[config.mk]
export PLATFORM = sky130hd
export DESIGN_NAME = argmax_result_buffer
export DESIGN_NICKNAME = d
export VERILOG_FILES = /design/src/rtl/argmax_pkg.sv /design/src/rtl/argmax_cmp.sv /design/src/rtl/argmax_result_buffer.sv
export SDC_FILE = /design/constraint.sdc
export NUM_CORES = 1
export LEC_CHECK = 0
export CAP_MARGIN = 20
export CORE_MARGIN = 3
export CORE_UTILIZATION = 69
export CTS_CLUSTER_DIAMETER = 100
export DETAILED_ROUTE_END_ITERATION = 8
export DONT_BUFFER_PORTS = 1
export PLACE_DENSITY_LB_ADDON = 0.15
export SYNTH_ARGS = -nofsm -noshare
export SYNTH_HDL_FRONTEND = slang
export SYNTH_SLANG_ARGS = --single-unit
export TNS_END_PERCENT = 1
[constraint.sdc]
create_clock -name clk -period 4.4 [get_ports clk]
set_clock_uncertainty 0.2 [all_clocks]
set_input_delay 0.22 -clock clk [delete_from_list [all_inputs] [get_ports clk]]
set_output_delay 0.22 -clock clk [all_outputs]
set_load 0.05 [all_outputs]
[src/rtl/argmax_pkg.sv]
// Shared defaults, index widths and FSM state encoding for the argmax result buffer.
// Width helper keeps single-class builds from collapsing to a zero-width index.
package argmax_pkg;

  localparam int FEATURE_ROWS_DEF = 6;
  localparam int WEIGHT_COLS_DEF  = 3;
  localparam int DATA_WIDTH_DEF   = 16;
  localparam int ROW_W            = 3;

  typedef enum logic [1:0] {
    ST_IDLE  = 2'd0,
    ST_DRAIN = 2'd1,
    ST_DONE  = 2'd2
  } state_e;

  function automatic int classWidth(input int cols);
    return (cols > 1) ? $clog2(cols) : 1;
  endfunction

endpackage

[src/rtl/argmax_cmp.sv]
// Combinational signed argmax over a packed vector of class scores.
// Strict greater-than keeps the lowest class index on ties.
module argmax_cmp
  import argmax_pkg::*;
#(
  parameter int WEIGHT_COLS = WEIGHT_COLS_DEF,
  parameter int DATA_WIDTH  = DATA_WIDTH_DEF
) (
  input  logic [WEIGHT_COLS*DATA_WIDTH-1:0]     scores_i,
  output logic [classWidth(WEIGHT_COLS)-1:0]    class_o
);

  localparam int CLASS_W = classWidth(WEIGHT_COLS);

  logic signed [DATA_WIDTH-1:0] best;

  always_comb begin
    best    = $signed(scores_i[0 +: DATA_WIDTH]);
    class_o = '0;
    for (int c = 1; c < WEIGHT_COLS; c++) begin
      if ($signed(scores_i[c*DATA_WIDTH +: DATA_WIDTH]) > best) begin
        best    = $signed(scores_i[c*DATA_WIDTH +: DATA_WIDTH]);
        class_o = CLASS_W'(c);
      end
    end
  end

endmodule

[src/rtl/argmax_result_buffer.sv]
// Stores one argmax class per feature row, then streams rows out in order over valid/ready.
// Define ARGMAX_VALID_MASK_EN to skip rows that were never written during readout.
module argmax_result_buffer
  import argmax_pkg::*;
#(
  parameter int FEATURE_ROWS = FEATURE_ROWS_DEF,
  parameter int WEIGHT_COLS  = WEIGHT_COLS_DEF,
  parameter int DATA_WIDTH   = DATA_WIDTH_DEF
) (
  input  logic                                  clk,
  input  logic                                  reset,
  input  logic                                  enable_write_argmax,
  input  logic [ROW_W-1:0]                      row_number,
  input  logic [WEIGHT_COLS*DATA_WIDTH-1:0]     wr_scores,
  input  logic                                  seq_done,
  input  logic                                  rd_ready,
  output logic                                  rd_valid,
  output logic [ROW_W-1:0]                      rd_row,
  output logic [classWidth(WEIGHT_COLS)-1:0]    rd_class,
  output logic                                  drain_done
);

  localparam int                CLASS_W  = classWidth(WEIGHT_COLS);
  localparam logic [ROW_W-1:0]  LAST_ROW = ROW_W'(FEATURE_ROWS - 1);

  state_e             state_q;
  logic [ROW_W-1:0]   ptr_q;
  logic [ROW_W-1:0]   ptr_d;
  logic [CLASS_W-1:0] class_q [FEATURE_ROWS];
  logic [CLASS_W-1:0] wrClass;
  logic               writeEn;
  logic               rowValid;
  logic               advance;
`ifdef ARGMAX_VALID_MASK_EN
  logic [FEATURE_ROWS-1:0] written_q;
`endif

  argmax_cmp #(
    .WEIGHT_COLS (WEIGHT_COLS),
    .DATA_WIDTH  (DATA_WIDTH)
  ) u_cmp (
    .scores_i (wr_scores),
    .class_o  (wrClass)
  );

  // A row is skipped (advanced over without handshake) only when masking is enabled.
  always_comb begin
    writeEn = (state_q == ST_IDLE) && enable_write_argmax &&
              (int'(row_number) < FEATURE_ROWS);
`ifdef ARGMAX_VALID_MASK_EN
    rowValid = written_q[ptr_q];
`else
    rowValid = 1'b1;
`endif
    advance = (state_q == ST_DRAIN) && (!rowValid || rd_ready);
    ptr_d   = ptr_q;
    if (advance) begin
      ptr_d = (ptr_q == LAST_ROW) ? '0 : ptr_q + 1'b1;
    end
  end

  always_ff @(posedge clk or posedge reset) begin
    if (reset) begin
      state_q <= ST_IDLE;
      ptr_q   <= '0;
      for (int r = 0; r < FEATURE_ROWS; r++) begin
        class_q[r] <= '0;
      end
`ifdef ARGMAX_VALID_MASK_EN
      written_q <= '0;
`endif
    end else begin
      ptr_q <= ptr_d;
      if (writeEn) begin
        class_q[row_number] <= wrClass;
`ifdef ARGMAX_VALID_MASK_EN
        written_q[row_number] <= 1'b1;
`endif
      end
      case (state_q)
        ST_IDLE:  if (seq_done) state_q <= ST_DRAIN;
        ST_DRAIN: if (advance && (ptr_q == LAST_ROW)) state_q <= ST_DONE;
        ST_DONE:  state_q <= ST_DONE;
        default:  state_q <= ST_IDLE;
      endcase
    end
  end

  // Outputs decode directly from registered state, so they hold steady across stalls.
  assign rd_valid   = (state_q == ST_DRAIN) && rowValid;
  assign rd_row     = ptr_q;
  assign rd_class   = (state_q == ST_DRAIN) ? class_q[ptr_q] : '0;
  assign drain_done = (state_q == ST_DONE);

endmodule

== Word-level counts from Yosys, hierarchy flattened ==
Index checks and enable logic that the tools add are counted.

* Input bits: 56
* Logic and storage cells: 43
* Flip-flop bits (word level): 17

* $lt $le $gt $ge: 6
* Reduce and logical (&&, ||, !) cells: 7
* Bitwise logic cells: 2
* Add/subtract/negate cells: 1
* Multiplexer cells: 14
* Equal/unequal tests: 5

{| class="wikitable"
|+ Operators by type and width
! operator !! count
|-
| 16-bit > comparator || 2
|-
| 16-bit two-way mux || 1
|-
| 2-bit two-way mux || 7
|-
| 12-bit bitwise mux || 1
|-
| 4-bit greater-or-equal comparator, second input constant || 2
|-
| 3-bit inverter with 4-bit output || 2
|-
| 2-bit binary-select mux with 3-bit select || 1
|-
| 2-bit demux with 3-bit select || 1
|-
| 2-bit one-hot mux with 3 select lines || 1
|-
| 1-bit logical AND || 5
|-
| 4-bit by 1-bit less-than comparator with 1-bit output, second input constant || 1
|-
| 3-bit by 1-bit adder with 3-bit output, second input constant || 1
|-
| 3-bit equality test, second input constant || 1
|-
| 3-bit less-than comparator, second input constant || 1
|-
| 3-bit two-way mux || 1
|-
| 2-bit by 1-bit equality test with 1-bit output, second input constant || 1
|-
| 2-bit equality test, second input constant || 1
|-
| 2-bit logical NOT || 1
|-
| 2-bit by 1-bit inequality test with 1-bit output, second input constant || 1
|-
| 2-bit inequality test, second input constant || 1
|-
| 2-bit AND reduction || 1
|-
| 1-bit two-way mux || 1
|}

== Longest topological paths before layout ==
* Word-level depth: 6
* Mapped depth: 15

== Modules after synthesis ==
From an unflattened synthesis, not the netlist that was laid out.

* Cells, all modules: 189
* Area total of the unflattened synthesis: 1883.1 um^2

{| class="wikitable"
|+ Modules (own cells, without submodules)
! module !! area each (um^2) !! cells each !! times used !! seq. area each (um^2)
|-
| argmax_cmp || 997.2 || 120 || 1 || 0.0
|-
| argmax_result_buffer || 885.8 || 69 || 1 || 425.4
|}

== Worst setup path before layout ==
Ideal clock, no wire load.

* Path type: in2reg
* Start: in wr_scores[7]
* End: reg class_q[3] (netlist bit)
* Library setup time: 0.128 ns
* Path buffers: 2
* Slack: 0.926 ns
* Arrival time: 3.147 ns
* Required time: 4.072 ns
* Stages: 15
* Path through: inv_1 ha_1 nand4_1 a2111oi_0 o21a_1 o31a_1 buf_4 mux2i_1 ha_1 nand4_1 or4_1 o22ai_1 a31oi_2 buf_6 mux2_1

* Longest elaborated chain between the ends: 5

{| class="wikitable"
|+ RTL lines
! what !! RTL line !! text
|-
| start, declared || argmax_result_buffer.sv:14 || <nowiki>input logic [WEIGHT_COLS*DATA_WIDTH-1:0] wr_scores,</nowiki>
|-
| 16-bit > comparator || argmax_cmp.sv:21 || <nowiki>if ($signed(scores_i[c*DATA_WIDTH +: DATA_WIDTH]) > best) begin</nowiki>
|-
| 16-bit two-way mux * || argmax_cmp.sv:21 ||
|-
| 16-bit > comparator * || argmax_cmp.sv:21 ||
|-
| 2-bit two-way mux * || argmax_cmp.sv:21 ||
|-
| 12-bit bitwise mux * || argmax_result_buffer.sv:75 || <nowiki>class_q[row_number] <= wrClass;</nowiki>
|-
| end signal, assigned by index || argmax_result_buffer.sv:75 ||
|-
| end, declared || argmax_result_buffer.sv:29 || <nowiki>logic [CLASS_W-1:0] class_q [FEATURE_ROWS];</nowiki>
|}

Mark *: on every way between the ends. The rest lies on a longest branch, timed or not.
A chain may end at the register's enable or synchronous reset.

== Final worst setup path ==
* Start: in wr_scores[7]
* End: reg class_q[11] (netlist bit)

Same word-level chain as after synthesis.

==> results.md <==
- Outcome: finished, final reports clean
- Area Growth Syn to Fin: 5.96%
- Final Cycle Share: 84.6%
- Clk sinks: 17
- Worst Tran Pin Value: 940 ps
- Clk slew on worst S/H paths: 100 ps
- GP Congestion: 0.864
- Initial DRC count: 77
- Post-synth EDFFs: 0
- Gr ovfl total: 0
- Setup TNS: 0 ps
- GR met3 Demand/Resource: 2.67%
- Yosys warning count: 0
- Total power per unit cell area: 426 nW/um^2
- Post-CTS Setup Bufs: 0
- Met1 global-route usage: 23.7%
- Insertion delay to the later sink of the worst-skew pair: 290 ps
- Num ports: 63
- Total track usage: 24.4%
- Met2 Usage GRT: 50.8%
- Layout fillers: 187
- Slew Viols, Final: 0
- Clk buf depth: 2
- N_diodes: 0
- Max Cap Violations: 0
- CTS root buf: clkbuf_4
- Die height: 57.8 um
- Final setup violation count: 0
- CP Data Required Time: 4440 ps
- Drt drc: 0
- Grt peak-use layer: met2
- Setup WS pre-CTS: 378 ps
- CP Max Fanout: 12
- Startpoint Class: input port
- CTS tree: built
- First-pass GRT wire length: 6510 um
- Num CTS Buffers: 3
- CTS H-Tree Depth: 1
- First-pass DRT Iterations: 4
- Routed len/inst: 16.3 um
- Share of cells above drive strength 1: 6.05%
- FMAX: 269 MHz
- Syn_nets: 301
- Synthesized area per cell: 8.84 um^2
- Largest net degree at the start of global routing: 18
- Hold Violations, Final: 0
- Shortest period the worst path allows: 3720 ps
- Initial antenna violation count: 0
- Hpwl dp: 3370 um
- FFs w/ async S/R, synth: 100%
- Post-Syn Area: 1850 um^2
- Nets: 308
- Sequential area share after synthesis: 23.0%
- Leakage dissipation: 0.966 nW
- Worst Hold Class: in -> reg
- Slew margin rel.: 37.2%
- Register bit total from synthesis: 17
- Worst Setup Slack, final: 679 ps
- Post-route ant nets: 0
- Routed wire length: 3990 um
- Number of global-route vias before repair: 1650
- Maximum vdd drop: 0.407 mV
- WP data arrival: 3760 ps
- Die span in x: 57.8 um
- Count of cell types in the netlist: 33
- IO Port Bufs: 0
- Total die area: 3340 um^2
- RSZ-0062 raised after global routing: no
- Initial Util: 73.3%
- DR vias/cell: 6.30
- Crit Path Class: in -> reg
- Core Region: 2520 um^2
- CP Capture Type: register
- Cell count after synthesis: 209
- Via count: 1544
- Most used flip-flop cell after synthesis: dfrtp_1
- Std-Cell Rows: 18
==> cell families after synthesis <==
family	after synthesis	synth area share (%)
flip-flops	17	23.0
AO/OA/AOI/OAI	39	13.3
multiplexers	28	17.0
buffers and inverters	29	6.57
XOR/XNOR	1	0.474
adder cells (fa/ha/maj)	36	24.4
AND/OR/NAND/NOR	59	15.2
==> layer usage <==
metal	routed length (um)	part of all wire (%)
met5	0	0
met4	84	2.1
met3	185	4.6
met2	2290	57
met1	1430	36
==> synth_stat cells (4+ instances only) <==
master,n,share of area (%)
inv_1,23,4.7
o21ai_0,7,1.9
mux2_1,4,2.4
nand4_1,5,1.7
nor2_1,7,1.4
ha_1,36,24
nand2_1,27,5.5
a21oi_1,14,3.8
dfrtp_1,17,23
o31ai_1,7,2.8
nor2b_1,7,2.4
mux2i_1,19,10
==> area by class of cell <==
class	instances	area (um^2)	share of cell area [%]
multi-input cells	163	1310	66.7
inverters	23	86.3	4.41
flip-flops and latches	17	425	21.7
clock inverters	1	5.00	0.256
well taps	30	37.5	1.92
clock buffers	3	22.5	1.15
repair buffers	8	75.1	3.83
==> cells in the final DEF (no fill, tap or decap), drive strengths merged, types with 6 or more instances in the layout <==
master / count
a21oi: 14
o31ai: 7
ha: 36
dlygate4sd3: 6
mux2: 7
dfrtp: 17
nand2: 27
mux2i: 19
inv: 23
nor2: 7
nor2b: 7
o21ai: 7
==> where the power goes <==
group	internal (W)	total [W]	switching, W
clock network	0.0000338	0.0000837	0.0000499
registers	0.000229	0.000339	0.000110
logic	0.000184	0.000411	0.000227
total	0.000448	0.000834	0.000386
==> timing repair <==
action	CTS	global route
gates resized for setup	0	0
endpoints found under the hold margin	25	0
hold buffers	6	0
==> flip-flops by register name, summed over array words and instances (netlist names) <==
register,flops
rd_row,3
class_q,12
state_q,2
==> stage by stage <==
stage	cells	utilization, %	total power, W	hold WS, ps	area (um^2)
after floorplan	209	-	0.000678	-53.9	1850
after global placement	235	74.2	0.000726	10.7	1870
after detailed placement	235	74.2	0.000749	33.9	1870
after CTS	245	77.6	0.000837	50.3	1960
after global routing	245	77.6	0.000893	93.3	1960
final	245	77.6	0.000834	51.4	1960
==> worst max-delay path, cell delays in order <==
cell       delay [ps]
inv_1              20
ha_1              310
nand4_1           160
a2111oi_0         360
o21a_1            220
o31a_1            420
buf_4             230
mux2i_1            80
ha_1              270
nand2_1            40
or4_1             520
a21o_1            180
a31oi_2           460
mux2_2            250
==> path summary, 6_finish.rpt <==
kind	startpoint	endpoint	slack, ps	cells past startpoint
worst max-delay path	wr_scores[7]	class_q[11]	680	14
worst min-delay path	enable_write_argmax	class_q[6]	50	4
worst max register to register	state_q[1]	class_q[10]	2200	7
worst min register to register	class_q[4]	class_q[4]	300	2
max in group asynchronous	reset	class_q[10]	3350	2
min in group asynchronous	reset	class_q[2]	250	2
Note: power is estimated with default switching activity, not from simulation.
